==> config.mk <==
export PLATFORM = sky130hd
export DESIGN_NAME = uart_rx
export DESIGN_NICKNAME = d
export VERILOG_FILES = /design/src/rtl/uart_rx.sv
export SDC_FILE = /design/constraint.sdc
export NUM_CORES = 1
export LEC_CHECK = 0
export CAP_MARGIN = 20
export CORE_MARGIN = 4
export CORE_UTILIZATION = 60
export CTS_CLUSTER_DIAMETER = 120
export CTS_CLUSTER_SIZE = 12
export DETAILED_ROUTE_END_ITERATION = 7
export PLACE_DENSITY = 0.83
export SLEW_MARGIN = 20
export SYNTH_ARGS = -nofsm -noshare
export SYNTH_HDL_FRONTEND = slang
export SYNTH_SLANG_ARGS = --single-unit
==> constraint.sdc <==
create_clock -name clk -period 3.92 [get_ports clk]
set_input_delay 1.176 -clock clk [delete_from_list [all_inputs] [get_ports clk]]
set_output_delay 1.176 -clock clk [all_outputs]
set_load 0.1 [all_outputs]
==> src/rtl/uart_rx.sv <==
// UART receiver: 2-FF synchronised line, falling-edge start detect, mid-bit sampling, 8N1 frames.
// Defining UART_RX_PARITY_EN switches to 8E1 and adds the rx_parity_err pulse output.
`timescale 1ns/1ps

module uart_rx #(
  parameter int CLK_F    = 50_000_000,
  parameter int UART_BPS = 115200,
  parameter int CLK_GOAL = CLK_F / UART_BPS
) (
  input  logic       clk,
  input  logic       rst_n,
  input  logic       uart_rxd,
  output logic [7:0] uart_data_out,
  output logic       rx_done,
  output logic       rx_frame_err,
`ifdef UART_RX_PARITY_EN
  output logic       rx_parity_err,
`endif
  output logic       rx_busy
);

  localparam int CW = $clog2(CLK_GOAL);
  localparam logic [CW-1:0] MID  = CW'(CLK_GOAL / 2);
  localparam logic [CW-1:0] LAST = CW'(CLK_GOAL - 1);

  typedef enum logic [2:0] {
    IDLE   = 3'd0,
    START  = 3'd1,
    DATA   = 3'd2,
    PARITY = 3'd3,
    STOP   = 3'd4
  } state_t;

  state_t          state;
  state_t          state_nxt;
  logic            rxd_m;
  logic            rxd_s;
  logic            rxd_prev;
  logic [CW-1:0]   clk_cnt;
  logic [3:0]      bit_cnt;
  logic [7:0]      shreg;
  logic            sample;
  logic            bit_end;
  logic            fall;
`ifdef UART_RX_PARITY_EN
  logic            par_bit;
`endif

  assign sample  = (clk_cnt == MID);
  assign bit_end = (clk_cnt == LAST);
  assign fall    = rxd_prev & ~rxd_s;
  assign rx_busy = (state != IDLE);

  // START and DATA hand over at the bit boundary so every state's counter
  // stays aligned to bit edges; STOP alone leaves at its mid-bit sample.
  always_comb begin
    state_nxt = state;
    case (state)
      IDLE:   if (fall) state_nxt = START;
      START: begin
        if (sample && rxd_s)  state_nxt = IDLE;
        else if (bit_end)     state_nxt = DATA;
      end
      DATA: begin
        if (bit_end && bit_cnt == 4'd8) begin
`ifdef UART_RX_PARITY_EN
          state_nxt = PARITY;
`else
          state_nxt = STOP;
`endif
        end
      end
      PARITY: if (bit_end) state_nxt = STOP;
      STOP:   if (sample)  state_nxt = IDLE;
      default: state_nxt = IDLE;
    endcase
  end

  always_ff @(posedge clk) begin
    if (!rst_n) begin
      state         <= IDLE;
      rxd_m         <= 1'b1;
      rxd_s         <= 1'b1;
      rxd_prev      <= 1'b1;
      clk_cnt       <= '0;
      bit_cnt       <= '0;
      shreg         <= '0;
      uart_data_out <= '0;
      rx_done       <= 1'b0;
      rx_frame_err  <= 1'b0;
`ifdef UART_RX_PARITY_EN
      par_bit       <= 1'b0;
      rx_parity_err <= 1'b0;
`endif
    end else begin
      rxd_m        <= uart_rxd;
      rxd_s        <= rxd_m;
      rxd_prev     <= rxd_s;
      state        <= state_nxt;
      rx_done      <= 1'b0;
      rx_frame_err <= 1'b0;
`ifdef UART_RX_PARITY_EN
      rx_parity_err <= 1'b0;
`endif
      if (state_nxt != state || state == IDLE || bit_end) clk_cnt <= '0;
      else                                                clk_cnt <= clk_cnt + CW'(1);

      if (state == START && state_nxt == DATA) bit_cnt <= '0;

      if (state == DATA && sample) begin
        shreg   <= {rxd_s, shreg[7:1]};
        bit_cnt <= bit_cnt + 4'd1;
      end

`ifdef UART_RX_PARITY_EN
      if (state == PARITY && sample) par_bit <= rxd_s;
`endif

      if (state == STOP && sample) begin
        if (!rxd_s) begin
          rx_frame_err <= 1'b1;
`ifdef UART_RX_PARITY_EN
        end else if ((^shreg) != par_bit) begin
          rx_parity_err <= 1'b1;
`endif
        end else begin
          uart_data_out <= shreg;
          rx_done       <= 1'b1;
        end
      end
    end
  end

endmodule
# After elaboration in Yosys (flattened, before gate mapping)
# Index checks and enable logic that the tools add are counted.
# W data, S select, Z words.
[word_totals] output_inout_bits=11 ff_bits=37 wordCells=48 input_bits=3
[op_classes] n_reduce_logical=13 n_mux=11 bitwise=3 n_addsub=2 n_eq_ne=9
[ops] operator="$mux W3" count=6
[ops] operator="$pmux W3 S5" count=1
[ops] operator="$add A9 B1 Y9 const B" count=1
[ops] operator="$eq A3 B2 Y1 const B" count=3
[ops] operator="$eq A9 B8 Y1 const B" count=1
[ops] operator="$eq A9 B9 Y1 const B" count=1
[ops] operator="$mux W4" count=2
[ops] operator="$logic_and A1 B1 Y1" count=5
[ops] operator="$add A4 B1 Y4 const B" count=1
[ops] operator="$eq A4 B4 Y1 const B" count=1
[ops] operator="$reduce_and A2 Y1" count=2
[ops] operator="$eq A3 B1 Y1 const B" count=1
[ops] operator="$eq A3 B3 Y1 const B" count=1
[ops] operator="$logic_not A3 Y1" count=1
[ops] operator="$ne A3 B3 Y1" count=1
[ops] operator="$reduce_bool A3 Y1" count=1
[ops] operator="$logic_or A1 B1 Y1" count=2
[ops] operator="$mux W1" count=2
[ops] operator="$not A1 Y1" count=2
[ops] operator="$reduce_bool A2 Y1" count=1
[ops] operator="$reduce_or A2 Y1" count=1
[ops] operator="$and A1 B1 Y1" count=1

# Longest topological paths before layout
# Gate-level depths: netlist of the first run.
[logic_depth] depth_word=8 ltp_mapped=8 depth_no_buf=7

# Worst setup path before layout of the first run
# OpenSTA, ideal clock, no wires.
[synth_path] kind="reg2out" startpoint="register state[2]" endpoint="output port rx_busy" slack_ns=1.455 arrival_time_ns=1.289 path_stages_with_launch=3 t_required_ns=2.744 n_path_buf=1 cell_sequence="dfxtp_1 > buf_2 > or3_1"
[synth_via] elab_chain_len=1
[synth_rtl] element="start, declared" line_no="34" text="state_t state;"
[synth_rtl] element="start signal, assigned" line_no="99" text="state <= state_nxt;"
[synth_rtl] element="$reduce_bool A3 Y1" line_no="52" text="assign rx_busy = (state != IDLE);"
[synth_rtl] element="end, declared" line_no="19" text="output logic rx_busy"
# Every way passes these cells.

# Final worst setup path of the first run
[layout_path] startpoint="register uart_data_out[0]" endpoint="output port uart_data_out[0]"
[layout_rtl] element="start, declared" line_no="13" text="output logic [7:0] uart_data_out,"
[layout_rtl] element="start signal, assigned" line_no="127" text="uart_data_out <= shreg;"
# No word-level cell between the ends.

==> results of run 1 <==
==> placed cells by master, fill, tap and decap left out <==
cell type         n
and3_2            1
nor3b_1           1
inv_1             7
mux2i_1          15
a31oi_1           4
and3b_4           1
a21oi_1           7
a211oi_1          1
nand4_4           2
and2_1            2
ha_1              4
nor3b_2           1
inv_6             1
nand2b_1          3
xnor2_1           4
xor2_1            3
o31ai_4           1
nand4_1           3
bufinv_16         2
nor2b_1           2
o21ai_0           4
or2b_1            1
nand4b_1          1
and3_4            1
or3_1             1
nand2_1           5
nor3_1            9
buf_4             1
nand3_1           7
nor2_1           29
clkbuf_4          5
dfxtp_1          37
o22ai_1           1
or4_1             1
clkdlybuf4s50_1  12
nand3b_1          2
nor4b_1           1
o32ai_1           1
==> metrics by stage <==
stage	instances	hold slack (ns)	area (um^2)
3_5_place_dp	206	0.407	1740
6_report	214	0.437	1840
2_1_floorplan	170	0.386	1610
4_1_cts	214	0.438	1840
3_3_place_gp	206	0.408	1740
5_1_grt	214	0.463	1840
==> power breakdown <==
| group | switching, uW | internal [uW] |
|---|---|---|
| clock | 135 | 201 |
| combinational | 16.7 | 6.11 |
| sequential | 3.24 | 378 |
==> cell usage after synthesis, drive strengths merged <==
cell type	count	area share (%)
xor2	3	1.6
nand4b	1	0.54
nand2	5	1.2
o31ai	1	1.3
inv	7	1.6
clkbuf	2	0.47
nor2	29	6.8
dfxtp	37	46
a21oi	7	2.2
xnor2	4	2.2
o21ai	4	1.2
or2b	1	0.47
o32ai	1	0.54
and2	2	0.78
and3b	1	0.78
a211oi	1	0.47
nor2b	2	0.78
and3	2	1.2
or3	1	0.39
nor4b	1	0.54
nand3b	2	0.93
a31oi	4	1.6
nor3	9	2.8
o22ai	1	0.39
mux2i	15	9.3
nand2b	3	1.2
buf	5	1.9
ha	4	3.1
nor3b	2	1.2
nand4	5	3.8
nand3	7	2.2
or4	1	0.47
==> metal layers <==
layer	up-vias	global-route usage [%]	routed length [um]
met1	597	25.3	1440
met2	41	35.3	1690
met4	0	9.81	59
li1	611	-	-
met5	-	0	0
met3	7	5.83	174
==> how the worst max path moves through the flow <==
stage,slack [ns],from,depth (start not counted),to
detailed placement,1.24,rst_n,3,bit_cnt[1]
global placement,1.30,uart_data_out[0],1,uart_data_out[0]
floorplan,1.45,state[2],2,rx_busy
global route,0.82,uart_data_out[5],1,uart_data_out[5]
finish,0.90,uart_data_out[0],1,uart_data_out[0]
CTS,0.88,uart_data_out[5],1,uart_data_out[5]
==> flip-flops by register name (all words and copies together), names as in the netlist <==
signal / cells
rxd_m: 1
rxd_s: 1
bit_cnt: 4
shreg: 8
clk_cnt: 9
state: 3
rxd_prev: 1
rx_frame_err: 1
rx_done: 1
uart_data_out: 8
==> cell families (layout without fill, tap and decap cells) <==
group                    after synthesis  after routing  synth area share (%)
flip-flops                            37             37                  46.0
buffers and inverters                 14             28                  4.04
multiplexers                          15             15                  9.33
XOR/XNOR                               7              7                  3.81
AND/OR/NAND/NOR                       74             74                  26.0
AO/OA/AOI/OAI                         19             19                  7.70
adder cells (fa/ha/maj)                4              4                  3.11
==> cell type report <==
type / count / area [um^2] / share of cell area, %
well taps: 30 / 37.5 / 2.04
repair buffers: 13 / 128 / 6.93
inverters: 7 / 26.3 / 1.43
clock inverters: 3 / 68.8 / 3.74
clock buffers: 5 / 37.5 / 2.04
multi-input cells: 119 / 803 / 43.6
flip-flops and latches: 37 / 741 / 40.2
==> metrics.yaml, run 1 <==
floorplan:
  rows: 18
  core_area_um2: 2520
  io_pins: 14
  die-area_um2: 3570
  start_util_pct: 63.8
  dieHeight_um: 59.8
  die_x_um: 59.8
placed_design:
  port_buffers: 13
  dpl.hpwl_mm: 2.23
  place_ws_ns: 1.24
  gp_congestion: 0.827
routing:
  drt_iter0_drc: 76
  avgRoutedWirePerCell_um: 15.7
  wirelength_mm: 3.37
  drt_first_pass_iters: 4
  drc: 0
  num_vias: 1256
  ant_nets: 0
  viasPerCell: 5.87
hold_path:
  hold_class: "flop to flop"
  hold_path_depth: 1
  worstHoldStart: "rxd_m"
  hold_end: "rxd_s"
power:
  total_leakage_power_uw: 0.000739
  finalPower_uw: 740
  p_per_area_nw_per_um2: 402
  peakVddDrop_mv: 0.288
sta:
  fin_ws_ns: 0.897
  worst_slew_pin_slew_ns: 0.973
  hold_viol_final: 0
  setup_viol: 0
  fin_crit_ns: 3.02
  post-route-period-util_pct: 77.1
  setup-tns-final_ns: 0
  fmax_mhz: 331
  slew_viol_final: 0
  rsz0062_at_grt: "false"
  skew_ns: 0.00455
  slew_headroom_pct: 34.9
global_route:
  grt_start_max_net_pins: 21
  grt_pass1_vias: 1168
  overflow: 0
  grt_first_pass_wirelength_mm: 5.55
  antenna_found_initial: 0
  grt_use_total_pct: 21.3
critical_path:
  cp_top_family: "buffers and inverters"
  required_ns: 2.74
  startpoint_type: "flop"
  rr_endpoint: "shreg[2]"
  end_kind: "output port"
  crit_fanout: 2
  reg2regPathDepth: 4
  reg2reg_from: "state[2]"
  cp_cell_sequence: "clkdlybuf4s50_1"
  cpMaxStageDelayCell: "clkdlybuf4s50_1"
  critPathMaxStageDelay_ns: 1.14
  critPathKind: "flop to output port"
  r2r_setup_slack_ns: 1.67
  worstPathArrival_ns: 1.85
  cp.buffers_inverters: 1
yosys:
  yosysWarnings: 0
  ys_ff_latch: 37
  synth_fp_nets: 177
  avgSynthCellArea_um2: 9.46
  syn-cell-area_um2: 1610
  synth-seq-area-share_pct: 46.0
  syn_inst: 170
  synth.distinct_cells: 36
clock_tree:
  cts_hold_buf: 0
  clock_path_buffers: 2
  cts_root_buffer: "clkbuf_4"
  cts.sinks: 37
  numCtsBuffers: 5
  cts_resized: 0
  clk_pin_slew_ns: 0.11
  insertion_delay_ns: 0.35
  h-tree-depth: 2
  cts_setup_buffers: 0
  cts_tree: "done"
job:
  max_cap_viol_count: 0
layout:
  utilization_pct: 73.0
  diodes: 0
  nNetsFinal: 190
  syn_to_final_growth_pct: 14.5
  fillCellCount: 198
  drive_gt1_share_pct: 8.70
status:
  outcome: "finished clean"
Note: power is estimated with default switching activity, not from simulation.
==> run 2: changes to the inputs <==
--- a/config.mk
+++ b/config.mk
@@ -7,11 +7,11 @@
 export LEC_CHECK = 0
 export CAP_MARGIN = 20
 export CORE_MARGIN = 4
-export CORE_UTILIZATION = 60
+export CORE_UTILIZATION = 56
 export CTS_CLUSTER_DIAMETER = 120
 export CTS_CLUSTER_SIZE = 12
 export DETAILED_ROUTE_END_ITERATION = 7
-export PLACE_DENSITY = 0.83
+export PLACE_DENSITY = 0.79
 export SLEW_MARGIN = 20
 export SYNTH_ARGS = -nofsm -noshare
 export SYNTH_HDL_FRONTEND = slang
==> constraint.sdc (replaced) <==
create_clock -name clk -period 3 [get_ports clk]
set_input_delay 0.9 -clock clk [delete_from_list [all_inputs] [get_ports clk]]
set_output_delay 0.9 -clock clk [all_outputs]
set_load 0.1 [all_outputs]
==> run 2 against run 1 <==
  * Global-route usage fell by 3.4 points
  * Sequential share of layout area rose by 1.8 points
  * Total power rose by 4.4%
  * Hold slack got worse by 0.0064 ns
  * Critical endpoint is now rx_busy
==> metrics.yaml, run 2 (synthesis gave the netlist of run 1 again) <==
status:
  outcome: "finished clean"
floorplan:
  dieHeight_um: 61.6
  core_area_um2: 2760
  die-area_um2: 3800
  io_pins: 14
  die_x_um: 61.6
  start_util_pct: 58.3
  rows: 19
routing:
  wl_met3_um: 156
  avgRoutedWirePerCell_um: 13.2
  ant_nets: 0
  viasPerCell: 5.66
  m1WireLength_mm: 1.28
  wirelength_mm: 2.82
  drt_first_pass_iters: 5
  drt_iter0_drc: 55
  num_vias: 1211
  top_layer: "met4"
  route.met2.wl_mm: 1.33
  drc: 0
critical_path:
  required_ns: 2.10
  startpoint_type: "flop"
  worstPathArrival_ns: 1.54
  cp_cell_sequence: "or3_1 > buf_4"
  critPathMaxStageDelay_ns: 0.48
  cpMaxStageDelayCell: "or3_1"
  crit_fanout: 11
  cp_top_family: "simple AND/OR/NAND/NOR gates"
  end_kind: "output port"
  critPathKind: "flop to output port"
  cp.buffers_inverters: 1
layout:
  final_cell_area_um2: 1760
  top_register: "clk_cnt"
  nNetsFinal: 190
  diodes: 0
  layout_commonest_cell: "dfxtp_1"
  utilization_pct: 63.9
  seqCellArea_um2: 741
  syn_to_final_growth_pct: 9.49
  drive_gt1_share_pct: 13.1
  largest_reg_flops: 9
  multiInputGateArea_um2: 803
  layout_common_cells: "dfxtp_1 (37), nor2_1 (29), mux2i_1 (15)"
  reg_top3: "clk_cnt (9), shreg (8), uart_data_out (8)"
  fillCellCount: 226
placed_design:
  place_ws_ns: 0.614
  placed_area_um2: 1710
  port_buffers: 13
  gp_congestion: 0.860
  dpl.hpwl_mm: 2.06
global_route:
  grt_first_pass_wirelength_mm: 4.84
  grt_pass1_vias: 1089
  antenna_found_initial: 0
  grt_use_total_pct: 17.8
  overflow: 0
  grt_start_max_net_pins: 21
sta:
  fmax_mhz: 410
  slew_viol_final: 0
  skew_ns: 0.0126
  holdWs_ns: 0.431
  post-route-period-util_pct: 81.3
  fin_crit_ns: 2.44
  fin_ws_ns: 0.561
  slew_headroom_pct: 56.5
  rsz0062_at_grt: "false"
  setup-tns-final_ns: 0
  worst_slew_pin_slew_ns: 0.651
  hold_viol_final: 0
  setup_viol: 0
clock_tree:
  cts.sinks: 37
  h-tree-depth: 2
  clock_path_buffers: 2
  clk_pin_slew_ns: 0.11
  cts_setup_buffers: 0
  cts_resized: 0
  insertion_delay_ns: 0.35
  numCtsBuffers: 5
  cts_root_buffer: "clkbuf_4"
  cts_hold_buf: 0
  cts_tree: "done"
power:
  total_leakage_power_uw: 0.000732
  p_clk_share_pct: 31.9
  p_per_area_nw_per_um2: 439
  p_sw_share_pct: 23.5
  intPower_uw: 591
  p_sw_uw: 182
  combPwrFrac_pct: 3.7
  pwr-share-seq_pct: 64.4
  peakVddDrop_mv: 0.380
hold_path:
  hold_class: "flop to flop"
job:
  max_cap_viol_count: 0
## run 2: changes by cell type in the layout (fill, tap and decap cells not counted), sizes merged
cell           before  now
bufinv              2    0
inv                 8    7
buf                 1   11
clkinv              0    1
clkdlybuf4s50      12    2
clkbuf              5    6
## run 2: metal layers
layer	track usage, %	vias to the layer above
met4	8.18	0
met3	8.18	6
met1	22.3	568
met5	0	-
li1	-	611
met2	26.2	26
## run 2: layout make-up
| cell class | count | area share (%) |
|---|---|---|
| multi-input combinational | 119 | 45.6 |
| sequential | 37 | 42.0 |
| timing repair buffer | 13 | 5.82 |
| clock buffer | 6 | 2.34 |
| tap | 31 | 2.20 |
| inverter | 7 | 1.49 |
| clock inverter | 1 | 0.497 |
## run 2: metrics by stage
| stage | total power [uW] | cells |
|---|---|---|
| after floorplan | 530 | 170 |
| after global placement | 536 | 207 |
| after detailed placement | 537 | 207 |
| after CTS | 781 | 214 |
| after global routing | 809 | 214 |
| final | 773 | 214 |
## run 2: power by group through the flow
stage | combinational [uW] | sequential [uW] | clock, uW
2_1_floorplan | 23.8 | 506 | 0
3_3_place_gp | 27.7 | 509 | 0
3_5_place_dp | 28.6 | 509 | 0
4_1_cts | 28.7 | 498 | 255
5_1_grt | 31.3 | 498 | 280
6_report | 28.6 | 497 | 246
## run 2: final timing paths
| path | from | endpoint | slack [ns] | cells past startpoint |
|---|---|---|---|---|
| setup reg to reg | state[2] | bit_cnt[3] | 0.92 | 5 |
| hold / removal | rxd_m | rxd_s | 0.43 | 1 |
| setup / recovery | state[2] | rx_busy | 0.56 | 2 |
| hold reg to reg | rxd_m | rxd_s | 0.43 | 1 |
==> run 3: changes to the inputs <==
==> constraint.sdc (replaced) <==
create_clock -name clk -period 2.5 [get_ports clk]
set_input_delay 0.75 -clock clk [delete_from_list [all_inputs] [get_ports clk]]
set_output_delay 0.75 -clock clk [all_outputs]
set_load 0.1 [all_outputs]
==> run 3 against run 2 <==
  * Sequential power is 20% higher
  * Global-route usage is 0.21 points lower
  * Utilization is 2.2 points higher
  * Critical path depth stayed put
  * Hold slack better by 0.0050 ns
  * Die area stayed put
  * Final cell count is 1.4% higher
  * Flip-flop and latch count stayed put
  * Via count is 0.83% lower
==> metrics.yaml, run 3 (synthesis gave the netlist of run 1 again) <==
status:
  outcome: "finished clean"
critical_path:
  startpoint_type: "flop"
  required_ns: 1.75
  reg2regPathDepth: 6
  worstPathArrival_ns: 1.52
  end_kind: "output port"
  reg2reg_from: "state[1]"
  r2r_setup_slack_ns: 0.71
  rr_endpoint: "bit_cnt[3]"
  critPathKind: "flop to output port"
  crit_fanout: 11
layout:
  largest_reg_flops: 9
  diodes: 0
  layout_common_cells: "dfxtp_1 (37), nor2_1 (29), mux2i_1 (15)"
  layout_commonest_cell: "dfxtp_1"
  drive_gt1_share_pct: 15.1
  final_cell_area_um2: 1820
  syn_to_final_growth_pct: 13.3
  nNetsFinal: 192
  reg_top3: "clk_cnt (9), shreg (8), uart_data_out (8)"
  top_register: "clk_cnt"
placed_design:
  placed_area_um2: 1740
  dpl.hpwl_mm: 2.06
  place_ws_ns: 0.403
  gp_congestion: 0.804
  port_buffers: 13
sta:
  slew_headroom_pct: 58.7
  slew_viol_final: 0
  setup_viol: 0
  post-route-period-util_pct: 90.9
  fin_ws_ns: 0.226
  setup-tns-final_ns: 0
  rsz0062_at_grt: "false"
  skew_ns: 0.0111
  fin_crit_ns: 2.27
  hold_viol_final: 0
  holdWs_ns: 0.436
  worst_slew_pin_slew_ns: 0.619
  fmax_mhz: 440
routing:
  drt_iter0_drc: 67
  avgRoutedWirePerCell_um: 12.9
  ant_nets: 0
  num_vias: 1201
  viasPerCell: 5.53
  wirelength_mm: 2.80
  drt_first_pass_iters: 5
  drc: 0
clock_tree:
  insertion_delay_ns: 0.35
  cts_resized: 0
  cts_setup_buffers: 0
  clk_pin_slew_ns: 0.11
  cts_hold_buf: 0
  cts_root_buffer: "clkbuf_4"
  clock_path_buffers: 2
  cts.sinks: 37
  h-tree-depth: 2
  cts_tree: "done"
  numCtsBuffers: 5
global_route:
  grt_pass1_vias: 1106
  overflow: 0
  grt_first_pass_wirelength_mm: 4.93
  grt_start_max_net_pins: 18
  grt_use_total_pct: 17.6
  antenna_found_initial: 0
power:
  peakVddDrop_mv: 0.928
  finalPower_uw: 1050
  p_per_area_nw_per_um2: 577
  total_leakage_power_uw: 0.000757
hold_path:
  hold_class: "flop to flop"
  hold_path_depth: 1
  hold_end: "rxd_s"
  worstHoldStart: "rxd_m"
job:
  max_cap_viol_count: 0
floorplan:
  io_pins: 14
  die-area_um2: 3800
  rows: 19
  core_area_um2: 2760
  start_util_pct: 58.3
  die_x_um: 61.6
  dieHeight_um: 61.6
run 3: changes by cell type in the layout (fill, tap and decap cells not counted):
cell        change
clkbuf_1        -1
bufinv_16       +1
buf_4           +1
buf_12          +1
clkinvlp_4      +1
run 3: metrics by stage:
| stage | cells | util [%] |
|---|---|---|
| final | 217 | 66.1 |
| after global routing | 217 | 66.1 |
| after CTS | 217 | 66.1 |
| after detailed placement | 209 | 63.1 |
| after global placement | 209 | 63.1 |
| after floorplan | 170 | - |
run 3: power by group:
group          switching [uW]  total, uW  leakage [uW]  internal [uW]
sequential               4.71        597      0.000299            593
combinational            25.3       38.2      0.000417           12.8
clock                     205        417     0.0000414            212
total                     235       1050      0.000757            817
run 3: worst max-delay path, stage by stage (launching register included):
cell	delay (ns)
dfxtp_1	0.46
or3_1	0.51
buf_12	0.21
run 3: metal layers:
metal,GRT usage (%),wire [um],vias to the layer above
met1,22.4,1310,550
met2,27.2,1320,22
met4,9.09,61,0
li1,-,-,622
met3,4.82,111,7
met5,0,0,-
run 3: layout make-up:
type / instances / area, um^2
Fill cell: 228 / 935
Multi-Input combinational cell: 119 / 803
Sequential cell: 37 / 741
Timing Repair Buffer: 15 / 130
Clock inverter: 3 / 46.3
Tap cell: 31 / 38.8
Clock buffer: 5 / 37.5
Inverter: 7 / 26.3
run 3: how the worst max path moves through the flow:
stage                  start  cells past startpoint  slack [ns]          to
global placement       rst_n                      4        0.50  bit_cnt[0]
floorplan           state[2]                      2        0.46     rx_busy
CTS                 state[2]                      2        0.22     rx_busy
detailed placement     rst_n                      4        0.40  bit_cnt[0]
global route        state[2]                      2        0.16     rx_busy
finish              state[2]                      2        0.23     rx_busy
